`src/rtl/grid_pkg.sv`:
```
// Shared types and constants for grid-based sprite controllers.
package grid_pkg;

    localparam int unsigned COORD_W       = 10;
    localparam int unsigned TILE_LOG2_DEF = 4;

    typedef enum logic [1:0] {
        DIR_U = 2'd0,
        DIR_R = 2'd1,
        DIR_D = 2'd2,
        DIR_L = 2'd3
    } dir_e;

    typedef enum logic [1:0] {
        FRAME_STAND = 2'd0,
        FRAME_WALKA = 2'd1,
        FRAME_WALKB = 2'd2,
        FRAME_DEATH = 2'd3
    } frame_e;

    typedef struct packed {
        logic [COORD_W-1:0] x;
        logic [COORD_W-1:0] y;
    } pos_t;

    // Walk cycle: stand, walkA, stand, walkB.
    function automatic frame_e phase_frame(input logic [1:0] phase);
        case (phase)
            2'd1:    return FRAME_WALKA;
            2'd3:    return FRAME_WALKB;
            default: return FRAME_STAND;
        endcase
    endfunction

endpackage

```
`src/rtl/grid_sprite_ctrl_if.sv`:
```
// Control/status bundle between game logic (master) and a sprite controller (slave).
interface grid_sprite_ctrl_if
    import grid_pkg::*;
#(
    parameter int unsigned SPD_W = 2
);
    logic [COORD_W-1:0] x;
    logic [COORD_W-1:0] y;
    logic               go;
    dir_e               dir;
    logic [SPD_W-1:0]   speed;
    logic               freeze;
    logic               dead;
    logic               load;
    logic [COORD_W-1:0] ld_x;
    logic [COORD_W-1:0] ld_y;

    logic [COORD_W-1:0] x_s;
    logic [COORD_W-1:0] y_s;
    logic               sprite_on;
    logic               hb_on;
    frame_e             frame;
    logic               mirror;
    logic               step;
    logic               aligned;

    modport master (
        output x, y, go, dir, speed, freeze, dead, load, ld_x, ld_y,
        input  x_s, y_s, sprite_on, hb_on, frame, mirror, step, aligned
    );

    modport slave (
        input  x, y, go, dir, speed, freeze, dead, load, ld_x, ld_y,
        output x_s, y_s, sprite_on, hb_on, frame, mirror, step, aligned
    );

endinterface

```
`src/rtl/rate_divider.sv`:
```
// Enable-gated tick generator; ">=" compare lets a shortened period fire at once instead of wrapping.
module rate_divider #(
    parameter int unsigned W = 21
) (
    input  logic         clk,
    input  logic         reset,
    input  logic         en,
    input  logic [W-1:0] period,
    output logic         tick
);

    logic [W-1:0] cnt;

    assign tick = en && (cnt >= (period - W'(1)));

    always_ff @(posedge clk or negedge reset) begin
        if (!reset) begin
            cnt <= '0;
        end else if (!en || tick) begin
            cnt <= '0;
        end else begin
            cnt <= cnt + W'(1);
        end
    end

endmodule

```
`src/rtl/grid_sprite_ctrl.sv`:
```
// Sprite motion on a pillar grid: 1 px steps, pillar collision with corner slide,
// arena clamp, respawn load and animation frame selection.
module grid_sprite_ctrl
    import grid_pkg::*;
#(
    parameter int unsigned TILE_LOG2    = TILE_LOG2_DEF,
    parameter int unsigned SPR_W        = 16,
    parameter int unsigned SPR_H        = 25,
    parameter int unsigned HB_OFF       = 9,
    parameter int unsigned AX0          = 48,
    parameter int unsigned AY0          = 32,
    parameter int unsigned AX1          = 576,
    parameter int unsigned AY1          = 448,
    parameter int unsigned START_X      = 64,
    parameter int unsigned START_Y      = 23,
    parameter int unsigned BASE_PERIOD  = 1200000,
    parameter int unsigned PERIOD_STEP  = 200000,
    parameter int unsigned SPD_W        = 2,
    parameter int unsigned FRAME_PERIOD = 12500000
) (
    input logic              clk,
    input logic              reset,
    grid_sprite_ctrl_if.slave bus
);

    localparam int unsigned PW   = $clog2(BASE_PERIOD + 1);
    localparam int unsigned FW   = $clog2(FRAME_PERIOD + 1);
    localparam int unsigned CW1  = COORD_W + 1;
    localparam int unsigned HB_H = SPR_H - HB_OFF;

    localparam logic [COORD_W-1:0] X_MIN = COORD_W'(AX0);
    localparam logic [COORD_W-1:0] X_MAX = COORD_W'(AX1 - SPR_W);
    localparam logic [COORD_W-1:0] Y_MIN = COORD_W'(AY0 - HB_OFF);
    localparam logic [COORD_W-1:0] Y_MAX = COORD_W'(AY1 - SPR_H);

    localparam logic [COORD_W-1:0] SX_REL    = COORD_W'(START_X - AX0);
    localparam logic [COORD_W-1:0] SY_REL    = COORD_W'(START_Y + HB_OFF - AY0);
    localparam logic               ALIGN_RST = (SX_REL[TILE_LOG2-1:0] == '0) &&
                                               (SY_REL[TILE_LOG2-1:0] == '0);

    pos_t       pos_q, pos_mv, pos_nxt;
    logic [1:0] phase_q, phase_nxt;
    frame_e     frame_q;
    logic       step_q, mirror_q, aligned_q;

    logic [SPD_W-1:0] spd;
    logic [PW-1:0]    period;
    logic             en, mv_tick, fr_tick;

    assign spd    = bus.speed;
    assign period = PW'(BASE_PERIOD) - PW'(PW'(spd) * PW'(PERIOD_STEP));
    assign en     = bus.go && !bus.freeze && !bus.load;

    rate_divider #(.W(PW)) u_move_div (
        .clk    (clk),
        .reset  (reset),
        .en     (en),
        .period (period),
        .tick   (mv_tick)
    );

    rate_divider #(.W(FW)) u_anim_div (
        .clk    (clk),
        .reset  (reset),
        .en     (en),
        .period (FW'(FRAME_PERIOD)),
        .tick   (fr_tick)
    );

    // Arena-relative hitbox edges and their neighbours, modulo 2**COORD_W.
    logic [COORD_W-1:0] hl, hr, ht, hb, hl_m1, hr_p1, ht_m1, hb_p1;
    logic col_l, col_r, row_t, row_b, col_hit, row_hit;
    logic slide_l, slide_r, slide_u, slide_d;

    assign hl    = pos_q.x - X_MIN;
    assign hr    = hl + COORD_W'(SPR_W - 1);
    assign ht    = pos_q.y + COORD_W'(HB_OFF) - COORD_W'(AY0);
    assign hb    = ht + COORD_W'(HB_H - 1);
    assign hl_m1 = hl - COORD_W'(1);
    assign hr_p1 = hr + COORD_W'(1);
    assign ht_m1 = ht - COORD_W'(1);
    assign hb_p1 = hb + COORD_W'(1);

    assign col_l   = hl[TILE_LOG2];
    assign col_r   = hr[TILE_LOG2];
    assign row_t   = ht[TILE_LOG2];
    assign row_b   = hb[TILE_LOG2];
    assign col_hit = col_l || col_r;
    assign row_hit = row_t || row_b;

    // Slide only when one edge overlaps the pillar and the open side is free.
    assign slide_l = col_r && !col_l && !hl_m1[TILE_LOG2] && (pos_q.x > X_MIN);
    assign slide_r = col_l && !col_r && !hr_p1[TILE_LOG2] && (pos_q.x < X_MAX);
    assign slide_u = row_b && !row_t && !ht_m1[TILE_LOG2] && (pos_q.y > Y_MIN);
    assign slide_d = row_t && !row_b && !hb_p1[TILE_LOG2] && (pos_q.y < Y_MAX);

    always_comb begin
        pos_mv = pos_q;
        unique case (bus.dir)
            DIR_U: if (pos_q.y > Y_MIN) begin
                if (!(ht_m1[TILE_LOG2] && col_hit)) pos_mv.y = pos_q.y - COORD_W'(1);
                else if (slide_l)                   pos_mv.x = pos_q.x - COORD_W'(1);
                else if (slide_r)                   pos_mv.x = pos_q.x + COORD_W'(1);
            end
            DIR_D: if (pos_q.y < Y_MAX) begin
                if (!(hb_p1[TILE_LOG2] && col_hit)) pos_mv.y = pos_q.y + COORD_W'(1);
                else if (slide_l)                   pos_mv.x = pos_q.x - COORD_W'(1);
                else if (slide_r)                   pos_mv.x = pos_q.x + COORD_W'(1);
            end
            DIR_L: if (pos_q.x > X_MIN) begin
                if (!(hl_m1[TILE_LOG2] && row_hit)) pos_mv.x = pos_q.x - COORD_W'(1);
                else if (slide_u)                   pos_mv.y = pos_q.y - COORD_W'(1);
                else if (slide_d)                   pos_mv.y = pos_q.y + COORD_W'(1);
            end
            DIR_R: if (pos_q.x < X_MAX) begin
                if (!(hr_p1[TILE_LOG2] && row_hit)) pos_mv.x = pos_q.x + COORD_W'(1);
                else if (slide_u)                   pos_mv.y = pos_q.y - COORD_W'(1);
                else if (slide_d)                   pos_mv.y = pos_q.y + COORD_W'(1);
            end
        endcase
    end

    // load beats freeze beats tick; freeze and load already gate the divider.
    logic [COORD_W-1:0] nx_rel, ny_rel;
    logic               aligned_nxt;

    always_comb begin
        pos_nxt   = pos_q;
        phase_nxt = phase_q;
        if (bus.load) begin
            pos_nxt.x = bus.ld_x;
            pos_nxt.y = bus.ld_y;
        end else if (mv_tick) begin
            pos_nxt = pos_mv;
        end
        if (bus.load || !bus.go) begin
            phase_nxt = 2'd0;
        end else if (fr_tick) begin
            phase_nxt = phase_q + 2'd1;
        end
    end

    assign nx_rel      = pos_nxt.x - X_MIN;
    assign ny_rel      = pos_nxt.y + COORD_W'(HB_OFF) - COORD_W'(AY0);
    assign aligned_nxt = (nx_rel[TILE_LOG2-1:0] == '0) && (ny_rel[TILE_LOG2-1:0] == '0);

    always_ff @(posedge clk or negedge reset) begin
        if (!reset) begin
            pos_q.x   <= COORD_W'(START_X);
            pos_q.y   <= COORD_W'(START_Y);
            phase_q   <= 2'd0;
            frame_q   <= FRAME_STAND;
            step_q    <= 1'b0;
            mirror_q  <= 1'b0;
            aligned_q <= ALIGN_RST;
        end else begin
            pos_q     <= pos_nxt;
            phase_q   <= phase_nxt;
            frame_q   <= bus.dead ? FRAME_DEATH : phase_frame(phase_nxt);
            step_q    <= bus.load || (pos_nxt != pos_q);
            mirror_q  <= (bus.dir == DIR_L);
            aligned_q <= aligned_nxt;
        end
    end

    assign bus.x_s     = pos_q.x;
    assign bus.y_s     = pos_q.y;
    assign bus.frame   = frame_q;
    assign bus.step    = step_q;
    assign bus.mirror  = mirror_q;
    assign bus.aligned = aligned_q;

    // Pixel hit tests against the registered position.
    logic [CW1-1:0] x_end, y_end, hb_top;
    logic           in_x;

    assign x_end  = CW1'(pos_q.x) + CW1'(SPR_W);
    assign y_end  = CW1'(pos_q.y) + CW1'(SPR_H);
    assign hb_top = CW1'(pos_q.y) + CW1'(HB_OFF);
    assign in_x   = (bus.x >= pos_q.x) && (CW1'(bus.x) < x_end);

    assign bus.sprite_on = in_x && (bus.y >= pos_q.y) && (CW1'(bus.y) < y_end);
    assign bus.hb_on     = in_x && (CW1'(bus.y) >= hb_top) && (CW1'(bus.y) < y_end);

endmodule

```
`src/flat_wrapper.sv`:
```
// flat-port wrapper written by rule: the top's interface ports become plain ports
module grid_sprite_ctrl_flat import grid_pkg::*;
#(
    parameter int unsigned TILE_LOG2    = TILE_LOG2_DEF,
    parameter int unsigned SPR_W        = 16,
    parameter int unsigned SPR_H        = 25,
    parameter int unsigned HB_OFF       = 9,
    parameter int unsigned AX0          = 48,
    parameter int unsigned AY0          = 32,
    parameter int unsigned AX1          = 576,
    parameter int unsigned AY1          = 448,
    parameter int unsigned START_X      = 64,
    parameter int unsigned START_Y      = 23,
    parameter int unsigned BASE_PERIOD  = 1200000,
    parameter int unsigned PERIOD_STEP  = 200000,
    parameter int unsigned SPD_W        = 2,
    parameter int unsigned FRAME_PERIOD = 12500000
)
  (clk, reset, bus_x, bus_y, bus_go, bus_dir, bus_speed, bus_freeze, bus_dead, bus_load, bus_ld_x, bus_ld_y, bus_x_s, bus_y_s, bus_sprite_on, bus_hb_on, bus_frame, bus_mirror, bus_step, bus_aligned);
  grid_sprite_ctrl_if #(.SPD_W(SPD_W)) bus_i ();
  input logic clk;
  input logic reset;
  input wire logic [$bits(bus_i.x)-1:0] bus_x;
  input wire logic [$bits(bus_i.y)-1:0] bus_y;
  input wire logic [$bits(bus_i.go)-1:0] bus_go;
  input wire logic [$bits(bus_i.dir)-1:0] bus_dir;
  input wire logic [$bits(bus_i.speed)-1:0] bus_speed;
  input wire logic [$bits(bus_i.freeze)-1:0] bus_freeze;
  input wire logic [$bits(bus_i.dead)-1:0] bus_dead;
  input wire logic [$bits(bus_i.load)-1:0] bus_load;
  input wire logic [$bits(bus_i.ld_x)-1:0] bus_ld_x;
  input wire logic [$bits(bus_i.ld_y)-1:0] bus_ld_y;
  output wire logic [$bits(bus_i.x_s)-1:0] bus_x_s;
  output wire logic [$bits(bus_i.y_s)-1:0] bus_y_s;
  output wire logic [$bits(bus_i.sprite_on)-1:0] bus_sprite_on;
  output wire logic [$bits(bus_i.hb_on)-1:0] bus_hb_on;
  output wire logic [$bits(bus_i.frame)-1:0] bus_frame;
  output wire logic [$bits(bus_i.mirror)-1:0] bus_mirror;
  output wire logic [$bits(bus_i.step)-1:0] bus_step;
  output wire logic [$bits(bus_i.aligned)-1:0] bus_aligned;
  assign bus_i.x = bus_x;
  assign bus_i.y = bus_y;
  assign bus_i.go = bus_go;
  assign bus_i.dir = bus_dir;
  assign bus_i.speed = bus_speed;
  assign bus_i.freeze = bus_freeze;
  assign bus_i.dead = bus_dead;
  assign bus_i.load = bus_load;
  assign bus_i.ld_x = bus_ld_x;
  assign bus_i.ld_y = bus_ld_y;
  assign bus_x_s = bus_i.x_s;
  assign bus_y_s = bus_i.y_s;
  assign bus_sprite_on = bus_i.sprite_on;
  assign bus_hb_on = bus_i.hb_on;
  assign bus_frame = bus_i.frame;
  assign bus_mirror = bus_i.mirror;
  assign bus_step = bus_i.step;
  assign bus_aligned = bus_i.aligned;
  grid_sprite_ctrl #(.TILE_LOG2(TILE_LOG2), .SPR_W(SPR_W), .SPR_H(SPR_H), .HB_OFF(HB_OFF), .AX0(AX0), .AY0(AY0), .AX1(AX1), .AY1(AY1), .START_X(START_X), .START_Y(START_Y), .BASE_PERIOD(BASE_PERIOD), .PERIOD_STEP(PERIOD_STEP), .SPD_W(SPD_W), .FRAME_PERIOD(FRAME_PERIOD)) u_core (.clk(clk), .reset(reset), .bus(bus_i));
endmodule
```
`config.mk`:
```
export PLATFORM = sky130hd
export DESIGN_NAME = grid_sprite_ctrl_flat
export DESIGN_NICKNAME = d
export VERILOG_FILES = /design/src/rtl/grid_pkg.sv /design/src/rtl/grid_sprite_ctrl_if.sv /design/src/rtl/rate_divider.sv /design/src/rtl/grid_sprite_ctrl.sv /design/src/flat_wrapper.sv
export SDC_FILE = /design/constraint.sdc
export NUM_CORES = 1
export LEC_CHECK = 0
export ABC_CLOCK_PERIOD_IN_PS = 4700
export BUFFER_PORTS_ARGS = -buffer_cell sky130_fd_sc_hd__buf_2
export CAP_MARGIN = 30
export CORE_ASPECT_RATIO = 2
export CORE_MARGIN = 2
export CORE_UTILIZATION = 40
export CTS_CLUSTER_SIZE = 20
export DETAILED_ROUTE_END_ITERATION = 10
export HOLD_SLACK_MARGIN = 0.12
export SLEW_MARGIN = 25
export SYNTH_ARGS = -nofsm -noshare
export SYNTH_HDL_FRONTEND = slang
export SYNTH_SLANG_ARGS = --single-unit
export TNS_END_PERCENT = 10
```
`constraint.sdc`:
```
create_clock -name clk -period 4.7 [get_ports clk]
set_clock_uncertainty 0.2 [all_clocks]
set_input_delay 0.705 -clock clk [delete_from_list [all_inputs] [get_ports clk]]
set_output_delay 0.705 -clock clk [all_outputs]
set_load 0.03 [all_outputs]
```
==> flow_summary.ini <==
[outcome]
status = completed

[setup_path]
cpMaxStageDelayCell = or3b_2
cpMostUsedCell = ha_1
cp.arrival_ns = 4.59
rrSetupSlack_ns = 0.14
end_kind = register
rr_startpoint = u_core.bus.x_s[0]$_DFF_PN0_
path_max_fanout = 12
cp-start-kind = register
crit_required_ns = 4.73
critPathMaxStageDelay_ns = 0.47
ff2ff_path_depth = 16
cp_cell_sequence = inv_1 > ha_1 > or3b_2 > ha_1 > and2_1 > a221oi_2 > a31oi_2 > buf_4 > a31o_1 > a32o_1 > a311o_1 > nor3_1 > nand4b_1 > nor4_2 > a41o_1 > nand3_1
reg2reg_to = u_core.bus.step$_DFF_PN0_
path_class = register to register

[cells_and_area]
syn2layout_area_growth_pct = 16.8
diodes = 0
final_layout_size_suffix_gt1_share_pct = 18.5
nets = 1348
post-route-util_pct = 47.4

[clock_network]
clock_sinks = 72
numCtsBuffers = 9
htreeDepth = 3
clock_path_buffers = 2
clkTransAtPathRegs_ns = 0.06
cts-root-buf = clkbuf_16
clk_latency_ns = 0.36
cts_tree = yes
postCtsHoldBufs = 0

[die]
coreArea_mm2 = 0.0209
die_height_um = 210
die_area_mm2 = 0.0225
io_pins = 77
initial_utilization_pct = 40.6
die_w_um = 107
rows = 75

[timing]
rsz0062_at_grt = true
timing.hold.ws_ns = 0.162
period_needed_ns = 4.56
drv_slew = 0
max_slew.worst_pin.slew_ns = 1.06
hold_viol_final = 0
fmax_ghz = 0.219
setup_viol = 0
post-route-period-util_pct = 97.0
slew_headroom_pct = 29.3

[synthesis]
yosys_warnings = 0
syn_nets = 1251
synth.distinct_cells = 99
synth_top_area_cell = dfrtp_1
async_flop_share_pct = 100
synthCells = 1121
synth_ff_type = dfrtp_1
synth_edf_count = 0
ys_ff_latch = 72
syn-cell-area_mm2 = 0.00850
synth_sequential_area_ratio_pct = 21.3
syn_area_per_cell_um2 = 7.58
synthTopCellsByArea = dfrtp_1 (19%), ha_1 (12%), nor2_1 (6.3%)
yosysTopAreaCellShare_pct = 19.4

[drt]
viasPerCell = 6.42
drt_wl_total_mm = 36.8
remaining_drc_errors = 0
wl_met3_mm = 2.09
routed.top_layer = met5
drtPass1Iterations = 9
drt_iter0_drc = 730
wl_met1_mm = 11.1
ant_nets = 0
vias = 9584
route.met2.wl_mm = 19.1
wl_per_cell_um = 24.7

[power]
p_leak_nw = 4.12
power.switching_mw = 1.18
clkPwrFrac_pct = 27.2
internal_power_mw = 1.50
ir_drop_uv = 184
power.density_mw_per_mm2 = 271
p_comb_share_pct = 47.7
pwr-share-seq_pct = 25.2
p_sw_share_pct = 44.0

[global_routing]
overflow = 0
track_usage_pct = 33.0
grt_antenna_before_repair = 2
grt_pass1_vias = 9765
grt_max_degree = 73
grt_pass1_wl_mm = 55.1

[placement]
globalplace.congestion = 1.06
dp_hpwl_mm = 28.5
portBuffers = 76

[worst_hold_path]
hold_path_class = primary input to asynchronous set/reset pin

[job]
maxCapViolCount = 0
cells in the mapped netlist (all sizes together), types with 6 or more instances:
| library cell | instances |
|---|---|
| dfrtp | 66 |
| o311ai | 8 |
| clkinv | 6 |
| xor2 | 26 |
| or4 | 7 |
| nor4 | 9 |
| and3 | 21 |
| nor3 | 31 |
| buf | 21 |
| and2 | 8 |
| nand4 | 20 |
| nand2 | 98 |
| o21a | 7 |
| inv | 40 |
| or3 | 13 |
| a221oi | 7 |
| a31oi | 25 |
| o21ai | 74 |
| a22oi | 12 |
| xnor2 | 54 |
| o31ai | 14 |
| a211o | 7 |
| ha | 80 |
| a21oi | 55 |
| nand2b | 11 |
| nand3 | 57 |
| nor2b | 11 |
| a21o | 13 |
| a211oi | 6 |
| clkbuf | 46 |
| o211ai | 12 |
| nor2 | 143 |
| dfstp | 6 |
registers in the layout, summed over array words and instances, names as in the netlist:
signal and cells:
u_core.bus.aligned 1, u_core.bus.frame 2, u_core.bus.x_s 10, u_core.bus.step 1, u_core.bus.mirror 1, u_core.u_move_div.cnt 21
u_core.phase_q 2, u_core.u_anim_div.cnt 24, u_core.bus.y_s 10
cell type report:
type | count | area [um^2]
clock inverter | 7 | 78.8
sequential | 72 | 1810
fill | 2142 | 11000
multi-input combinational | 936 | 6330
inverter | 46 | 176
tap | 269 | 337
clock buffer | 9 | 225
timing repair buffer | 153 | 967
stage by stage:
step                worst slack, ns  TNS [ns]  area (um^2)  total power [mW]  instances
finish                        0.139         0         9930              2.69       1492
global route               -0.00230  -0.00230         9930              2.81       1492
CTS                          0.0167         0         9810              2.64       1489
detailed placement          -0.0359   -0.0359         9500              1.89       1473
global placement            0.00409         0         9500              1.89       1473
floorplan                   -0.0325   -0.0325         8510              1.43       1121
logic make-up (layout without fill, tap and decap cells):
family | after synthesis | count (layout) | share of synthesized area, %
and+or+nand+nor | 458 | 458 | 26.5
AOI/OAI and AO/OA | 313 | 313 | 26.2
buffers and inverters | 113 | 215 | 5.40
adders and majority gates | 80 | 80 | 11.8
xor gates and xnor gates | 80 | 80 | 8.24
DFF | 72 | 72 | 21.3
muxes | 5 | 5 | 0.633
layout by cell type, fill, tap and decap left out, types with 5 or more instances in the layout:
master / netlist / final
nor3_1: 31 / 28
buf_4: 1 / 78
o21ai_0: 71 / 67
a31oi_1: 24 / 24
a211o_1: 7 / 7
and2_1: 7 / 7
clkbuf_16: 0 / 9
o211ai_1: 12 / 12
dfstp_2: 6 / 6
or3_1: 13 / 13
xor2_1: 26 / 26
a221oi_1: 7 / 5
o22ai_1: 5 / 5
nand4_1: 20 / 20
o21a_1: 7 / 7
nor2b_1: 11 / 11
nand2b_1: 11 / 11
a21oi_1: 53 / 51
nor2_1: 143 / 141
inv_1: 39 / 38
buf_2: 13 / 74
o31ai_1: 14 / 13
dfrtp_1: 66 / 64
clkinv_1: 6 / 5
xnor2_1: 54 / 54
a21o_1: 13 / 13
a22oi_1: 11 / 11
o32ai_1: 5 / 5
ha_1: 80 / 79
a211oi_1: 5 / 5
and3_1: 21 / 21
nor4_2: 4 / 5
nand2_1: 98 / 98
nand3_1: 57 / 57
or4_1: 6 / 6
power by group through the flow:
stage	Sequential [mW]	Combinational [mW]	Clock [mW]
after detailed placement	0.685	1.21	0
after CTS	0.674	1.22	0.747
after global placement	0.684	1.21	0
after global routing	0.679	1.36	0.768
after floorplan	0.714	0.711	0
final	0.676	1.28	0.730
critical path, delay by kind of cell, from the launching register on:
family	cells	cell delay [ns]
AOI/OAI and AO/OA	6	1.61
and+or+nand+nor	6	1.39
buffers and inverters	2	0.29
DFF	1	0.40
adders and majority gates	2	0.54
worst max-delay path by stage:
| stage | start | to | slack (ns) |
|---|---|---|---|
| 3_5_place_dp | u_core.bus.x_s[0]$_DFF_PN0_ | u_core.bus.step$_DFF_PN0_ | -0.04 |
| 2_1_floorplan | u_core.bus.x_s[1]$_DFF_PN0_ | u_core.bus.step$_DFF_PN0_ | -0.03 |
| 4_1_cts | u_core.bus.y_s[2]$_DFF_PN1_ | u_core.bus.step$_DFF_PN0_ | 0.02 |
| 5_1_grt | u_core.bus.x_s[1]$_DFF_PN0_ | u_core.bus.step$_DFF_PN0_ | -0.002 |
| 6_report | u_core.bus.x_s[0]$_DFF_PN0_ | u_core.bus.step$_DFF_PN0_ | 0.14 |
| 3_3_place_gp | u_core.bus.x_s[0]$_DFF_PN0_ | u_core.bus.step$_DFF_PN0_ | 0.004 |
metal layers:
| metal | global-route usage (%) | up-vias |
|---|---|---|
| met5 | 0 | - |
| met4 | 32.0 | 2 |
| met3 | 5.63 | 235 |
| met2 | 60.2 | 469 |
| met1 | 29.1 | 4549 |
| li1 | - | 4329 |
what timing repair did:
item | 4_1_cts | 5_1_grt
pin swaps | 0 | 2
setup buffers | 0 | 3
gates resized for setup | 4 | 21
endpoints found under the setup margin | 3 | 4
No activity file was read; power rests on OpenSTA's default activity.
